===== src/rtl/aes_pkg.sv =====
// Shared constants, FSM encoding and GF(2^8) helpers for the AES inverse cipher.
package aes_pkg;

    localparam int NR_128 = 10;
    localparam int NR_256 = 14;

    typedef enum logic [1:0] {
        ST_IDLE = 2'd0,
        ST_INIT = 2'd1,
        ST_MAIN = 2'd2
    } dec_state_e;

    // Multiply by x modulo x^8 + x^4 + x^3 + x + 1.
    function automatic logic [7:0] xtime(input logic [7:0] b);
        return {b[6:0], 1'b0} ^ (b[7] ? 8'h1b : 8'h00);
    endfunction

    function automatic logic [7:0] mul09(input logic [7:0] b);
        logic [7:0] b2, b4, b8;
        b2 = xtime(b);
        b4 = xtime(b2);
        b8 = xtime(b4);
        return b8 ^ b;
    endfunction

    function automatic logic [7:0] mul0b(input logic [7:0] b);
        logic [7:0] b2, b4, b8;
        b2 = xtime(b);
        b4 = xtime(b2);
        b8 = xtime(b4);
        return b8 ^ b2 ^ b;
    endfunction

    function automatic logic [7:0] mul0d(input logic [7:0] b);
        logic [7:0] b2, b4, b8;
        b2 = xtime(b);
        b4 = xtime(b2);
        b8 = xtime(b4);
        return b8 ^ b4 ^ b;
    endfunction

    function automatic logic [7:0] mul0e(input logic [7:0] b);
        logic [7:0] b2, b4, b8;
        b2 = xtime(b);
        b4 = xtime(b2);
        b8 = xtime(b4);
        return b8 ^ b4 ^ b2;
    endfunction

    // One column: first byte is row 0.
    function automatic logic [31:0] inv_mixcolumn(input logic [31:0] w);
        logic [7:0] a0, a1, a2, a3;
        {a0, a1, a2, a3} = w;
        return {mul0e(a0) ^ mul0b(a1) ^ mul0d(a2) ^ mul09(a3),
                mul09(a0) ^ mul0e(a1) ^ mul0b(a2) ^ mul0d(a3),
                mul0d(a0) ^ mul09(a1) ^ mul0e(a2) ^ mul0b(a3),
                mul0b(a0) ^ mul0d(a1) ^ mul09(a2) ^ mul0e(a3)};
    endfunction

    function automatic logic [127:0] inv_mixcolumns(input logic [127:0] s);
        logic [127:0] o;
        o = '0;
        for (int c = 0; c < 4; c++) begin
            o[127-32*c -: 32] = inv_mixcolumn(s[127-32*c -: 32]);
        end
        return o;
    endfunction

    // Byte (row r, column c) lives at index 4c+r, counted from the MSB.
    // Row r rotates right by r columns.
    function automatic logic [127:0] inv_shiftrows(input logic [127:0] s);
        logic [127:0] o;
        o = '0;
        for (int c = 0; c < 4; c++) begin
            for (int r = 0; r < 4; r++) begin
                o[127-8*(4*c+r) -: 8] = s[127-8*(4*((c-r+4)%4)+r) -: 8];
            end
        end
        return o;
    endfunction

endpackage


===== src/rtl/aes_inv_sbox.sv =====
// Four parallel inverse S-box byte lookups on a 32-bit word.
module aes_inv_sbox (
    input  logic [31:0] in_word,
    output logic [31:0] out_word
);

    localparam logic [0:255][7:0] INV_SBOX = {
        128'h52096ad53036a538bf40a39e81f3d7fb,
        128'h7ce339829b2fff87348e4344c4dee9cb,
        128'h547b9432a6c2233dee4c950b42fac34e,
        128'h082ea16628d924b2765ba2496d8bd125,
        128'h72f8f66486689816d4a45ccc5d65b692,
        128'h6c704850fdedb9da5e154657a78d9d84,
        128'h90d8ab008cbcd30af7e45805b8b34506,
        128'hd02c1e8fca3f0f02c1afbd0301138a6b,
        128'h3a9111414f67dcea97f2cfcef0b4e673,
        128'h96ac7422e7ad3585e2f937e81c75df6e,
        128'h47f11a711d29c5896fb7620eaa18be1b,
        128'hfc563e4bc6d279209adbc0fe78cd5af4,
        128'h1fdda8338807c731b11210592780ec5f,
        128'h60517fa919b54a0d2de57a9f93c99cef,
        128'ha0e03b4dae2af5b0c8ebbb3c83539961,
        128'h172b047eba77d626e169146355210c7d
    };

    assign out_word = {INV_SBOX[in_word[31:24]], INV_SBOX[in_word[23:16]],
                       INV_SBOX[in_word[15:8]],  INV_SBOX[in_word[7:0]]};

endmodule


===== src/rtl/aes_decipher.sv =====
// Iterative AES-128/256 inverse cipher, one round per cycle.
// Build option AES_DEC_SHARED_SBOX_EN: a single shared inverse S-box word,
// each round spread over four sub-cycles (one column per sub-cycle).
//
// state    | meaning
// ST_IDLE  | ready, result held in state register, waiting for next
// ST_INIT  | initial AddRoundKey with key Nr
// ST_MAIN  | inverse rounds Nr-1 .. 0, last round skips InvMixColumns
module aes_decipher
    import aes_pkg::*;
(
    input  logic         clk,
    input  logic         rst_n,
    input  logic         next,
    input  logic         keylen,
    output logic [3:0]   round,
    input  logic [127:0] round_key,
    input  logic [127:0] block,
    output logic [127:0] new_block,
    output logic         ready
);

    dec_state_e   fsm_q, fsm_d;
    logic [127:0] state_q, state_d;
    logic [3:0]   round_q, round_d;
    logic [127:0] sr;
    logic [127:0] sub_bytes;
    logic [127:0] t;
    logic         last_sub;

    assign sr = inv_shiftrows(state_q);

`ifdef AES_DEC_SHARED_SBOX_EN
    logic [1:0]  sub_q, sub_d;
    logic [95:0] temp_q, temp_d;
    logic [31:0] sbox_in, sbox_out;

    // Select the column of InvShiftRows(state) handled in this sub-cycle.
    always_comb begin
        case (sub_q)
            2'd0:    sbox_in = sr[127:96];
            2'd1:    sbox_in = sr[95:64];
            2'd2:    sbox_in = sr[63:32];
            default: sbox_in = sr[31:0];
        endcase
    end

    aes_inv_sbox u_sbox (
        .in_word  (sbox_in),
        .out_word (sbox_out)
    );

    // Collect columns 0..2; column 3 comes straight from the S-box.
    always_comb begin
        sub_d  = 2'd0;
        temp_d = temp_q;
        if (fsm_q == ST_MAIN) begin
            sub_d = sub_q + 2'd1;
            case (sub_q)
                2'd0:    temp_d[95:64] = sbox_out;
                2'd1:    temp_d[63:32] = sbox_out;
                2'd2:    temp_d[31:0]  = sbox_out;
                default: ;
            endcase
        end
    end

    // Sub-cycle counter and partial-round buffer.
    always_ff @(posedge clk or negedge rst_n) begin
        if (!rst_n) begin
            sub_q  <= 2'd0;
            temp_q <= '0;
        end else begin
            sub_q  <= sub_d;
            temp_q <= temp_d;
        end
    end

    assign sub_bytes = {temp_q, sbox_out};
    assign last_sub  = (sub_q == 2'd3);
`else
    for (genvar c = 0; c < 4; c++) begin : g_sbox
        aes_inv_sbox u_sbox (
            .in_word  (sr[127-32*c -: 32]),
            .out_word (sub_bytes[127-32*c -: 32])
        );
    end

    assign last_sub = 1'b1;
`endif

    assign t = sub_bytes ^ round_key;

    // Next-state, datapath and round-index sequencing.
    always_comb begin
        fsm_d   = fsm_q;
        state_d = state_q;
        round_d = round_q;
        case (fsm_q)
            ST_IDLE: begin
                if (next) begin
                    state_d = block;
                    round_d = keylen ? 4'(NR_256) : 4'(NR_128);
                    fsm_d   = ST_INIT;
                end
            end
            ST_INIT: begin
                state_d = state_q ^ round_key;
                round_d = round_q - 4'd1;
                fsm_d   = ST_MAIN;
            end
            ST_MAIN: begin
                if (last_sub) begin
                    if (round_q != 4'd0) begin
                        state_d = inv_mixcolumns(t);
                        round_d = round_q - 4'd1;
                    end else begin
                        state_d = t;
                        fsm_d   = ST_IDLE;
                    end
                end
            end
            default: fsm_d = ST_IDLE;
        endcase
    end

    // State register, round index and FSM.
    always_ff @(posedge clk or negedge rst_n) begin
        if (!rst_n) begin
            fsm_q   <= ST_IDLE;
            state_q <= '0;
            round_q <= 4'd0;
        end else begin
            fsm_q   <= fsm_d;
            state_q <= state_d;
            round_q <= round_d;
        end
    end

    assign ready     = (fsm_q == ST_IDLE);
    assign round     = round_q;
    assign new_block = state_q;

endmodule


===== config.mk =====
export PLATFORM = sky130hd
export DESIGN_NAME = aes_decipher
export DESIGN_NICKNAME = d
export VERILOG_FILES = /design/src/rtl/aes_pkg.sv /design/src/rtl/aes_inv_sbox.sv /design/src/rtl/aes_decipher.sv
export SDC_FILE = /design/constraint.sdc
export NUM_CORES = 2
export LEC_CHECK = 0
export ABC_CLOCK_PERIOD_IN_PS = 14700
export CAP_MARGIN = 20
export CORE_UTILIZATION = 40
export DETAILED_ROUTE_END_ITERATION = 10
export PLACE_DENSITY = 0.55
export SETUP_SLACK_MARGIN = 0.1
export SYNTH_ARGS = -nofsm -noshare
export SYNTH_HDL_FRONTEND = slang
export SYNTH_SLANG_ARGS = --single-unit
export TNS_END_PERCENT = 5

===== constraint.sdc =====
create_clock -name clk -period 14.7 [get_ports clk]
set_input_delay 1.47 -clock clk [delete_from_list [all_inputs] [get_ports clk]]
set_output_delay 1.47 -clock clk [all_outputs]
set_load 0.005 [all_outputs]

==> impl_metrics.yaml <==
logic_synthesis:
  avgSynthCellArea_um2: 7.321
  synth_flop_cell: "dfrtp_1"
  synth_cell_type_count: 123
  yosys.area_share.xor_xnor_pct: 14.92
  synth_mux_area_share_pct: 9.350
  synth-compound-area-share_pct: 35.65
  synth_top_family_by_area: "compound AO/OA/AOI/OAI gates"
  yosysSeqAreaShare_pct: 4.382
  synth_seq_cells: 134
  synth-simple-area-share_pct: 21.75
  synth_edf_count: 0
  synth_nets: 11020
  syn_area_um2: 76520
  synth_async_sr_flop_share_pct: 100.0
  yosys_warnings: 0
  synth_fa_ha_area_share_pct: 4.955
  postSynthCellCount: 10450
cts:
  ctsHtreeMaxLevel: 4
  cts_setup_buffers: 0
  cts_hold_buf: 0
  clock_path_buffers: 2
  cts_resized: 0
  cts_made_buffers: 17
  root_buffer: "clkbuf_16"
  clkSlewWorstSetupHoldPaths_ns: 0.08
  clkSinkCount: 134
  insertion_delay_ns: 0.56
  cts_tree: "yes"
die:
  fp.coreArea_um2: 190000
  pin_count: 393
  die_w_um: 439.4
  start_util_pct: 40.28
  die_height_um: 439.4
  dieArea_um2: 193000
  num_rows: 160
layout:
  drive_gt1_share_pct: 9.384
  nNetsFinal: 10470
  fill_cells: 19840
  syn_to_final_growth_pct: 5.331
setup_path:
  ff2ff_path_depth: 14
  worstReg2RegEnd: "new_block[40]"
  endpoint_kind: "flip-flop"
  arrival_ns: 7.82
  cp_max_fo: 23
  reg2reg_slack_ns: 7.36
  worst-setup-path-type: "flip-flop to flip-flop"
  required_ns: 15.18
  timing.rr.start: "new_block[105]"
  startpoint_type: "flip-flop"
timing:
  period_share_pct: 49.94
  max-slew-margin-rel_pct: 5.972
  finalSetupViolCount: 0
  setup_tns_ns: 0
  final.min_clock_period_ns: 7.341
  slew_violations: 0
  rsz0062_at_grt: "false"
  hold_viol: 0
  worst_pin_slew_ns: 1.410
  skew_ns: 0.02633
  fmax_ghz: 0.1362
drt:
  dr_total_vias: 92430
  vias_per_cell: 7.412
  drt_iter0_drc: 15620
  drt-pass1-iter-count: 10
  wirelength_um: 449300
  avgRoutedWirePerCell_um: 36.03
  drc_errors: 0
  ant_nets: 0
place:
  hpwlAfterDp_um: 321500
  gp_congestion: 1.053
  io_buffers: 392
global_route:
  grt_max_degree: 102
  grt_usage_pct: 44.16
  antenna_found_initial: 43
  grt_remaining_overflow: 0
  first_global_vias: 84460
  grt_pass1_wl_um: 638200
min_path:
  hold_end: "new_block[5]"
  holdCritPathClass: "flip-flop to flip-flop"
  whs_path_depth: 2
  hold_start: "new_block[5]"
run:
  drv_cap: 0
outcome:
  status: "finished, final reports clean"
## cells in the final DEF, fill, tap and decap left out, drive strengths merged, types with 138 or more instances in the layout
master | Yosys | layout
a21oi | 712 | 712
nand3 | 219 | 219
a311oi | 180 | 180
a31oi | 220 | 220
a221oi | 185 | 185
a211oi | 253 | 253
nor3 | 312 | 312
nor2b | 323 | 323
nand2b | 404 | 404
ha | 303 | 303
o211ai | 191 | 191
xor2 | 267 | 267
mux2i | 169 | 169
nor2 | 647 | 647
clkdlybuf4s50 | 0 | 391
nand2 | 695 | 695
buf | 672 | 283
o311ai | 138 | 138
o21ai | 728 | 728
mux4 | 214 | 214
inv | 201 | 201
xnor2 | 595 | 595
## cells by family (layout without fill, tap and decap cells)
family                   Yosys count  after routing
adder cells (fa/ha/maj)          303            303
XOR/XNOR                        1007           1007
AO/OA/AOI/OAI                   3880           3880
buffers and inverters           1460            929
multiplexers                     439            439
flip-flops                       134            134
AND/OR/NAND/NOR                 3229           3229
other                              0             37
## state kept, by name, summed over array words and instances, names as in the netlist
signal     flops
new_block    128
round          4
fsm_q          2
## final cells by class
class / count / area (µm²) / area share, %
Clock inverter: 12 / 126.4 / 0.1568
Clock buffer: 20 / 456.7 / 0.5666
Timing Repair Buffer: 677 / 6081 / 7.545
Inverter: 220 / 827.0 / 1.026
Multi-Input combinational cell: 8858 / 66380 / 82.36
Antenna cell: 37 / 92.59 / 0.1149
Sequential cell: 134 / 3495 / 4.336
Tap cell: 2511 / 3142 / 3.898
## per-stage QoR
step	util, %	setup slack (ns)	hold slack (ns)	cells	area, µm²
floorplan	-	9.496	0.5312	10450	76520
global placement	42.04	7.289	0.5227	12390	79870
detailed placement	42.06	7.733	0.5347	12400	79910
CTS	42.37	7.664	0.5514	12430	80490
global route	42.42	7.348	0.5705	12460	80580
finish	42.42	7.359	0.5499	12470	80600
## worst max-delay path by stage
| stage | start | to | slack [ns] |
|---|---|---|---|
| 2_1_floorplan | new_block[81] | new_block[44] | 9.50 |
| 3_3_place_gp | new_block[80] | new_block[41] | 7.29 |
| 3_5_place_dp | new_block[105] | new_block[44] | 7.73 |
| 4_1_cts | new_block[105] | new_block[44] | 7.66 |
| 5_1_grt | new_block[105] | new_block[41] | 7.35 |
| 6_report | new_block[105] | new_block[40] | 7.36 |
## metal layers
metal,vias to the layer above,wire [µm],GRT usage [%]
met4,12,33150,27.38
met2,7418,193800,66.52
li1,38700,-,-
met1,44940,171600,57.31
met5,-,91,0
met3,1363,50650,9.229
## synthesized netlist by cell type, types with 98 or more instances
cell / n / area (µm²)
mux2i_1: 168 / 1682
buf_2: 413 / 2067
dfrtp_1: 134 / 3353
nor2_1: 643 / 2414
mux4_2: 214 / 4820
o311ai_0: 128 / 1121
o221ai_1: 135 / 1182
xnor2_1: 551 / 4826
a311oi_1: 180 / 1577
nor2b_1: 323 / 2021
inv_1: 184 / 690.7
nand3_1: 219 / 1096
o22ai_1: 111 / 694.4
nor3_1: 310 / 1551
nand2b_1: 403 / 2521
a21oi_1: 711 / 3558
a31oi_1: 220 / 1376
buf_4: 124 / 930.9
xnor3_1: 123 / 2770
o211ai_1: 190 / 1426
ha_1: 303 / 3791
o31ai_1: 115 / 863.3
a211oi_1: 249 / 1869
clkbuf_1: 567 / 2128
a221oi_1: 182 / 1594
o21ai_0: 718 / 3593
nand2_1: 695 / 2609
xor2_1: 242 / 2120
a21o_1: 98 / 735.7
## critical path, cell delays in order, from the launching register on
cell and delay [ns]:
dfrtp_1 1.09, inv_1 0.64, ha_1 0.94, nand2b_1 0.48
a31oi_1 0.31, o31ai_1 0.10, a41oi_1 0.32, a32oi_1 0.15
xnor2_2 0.88, xnor3_2 0.49, xnor2_1 0.24, xnor2_1 0.11
xnor2_1 0.94, a21oi_1 0.34, o22ai_1 0.19
Power is not shown: default switching activity piles up to over one toggle a cycle in this logic, so the estimate is an artifact.
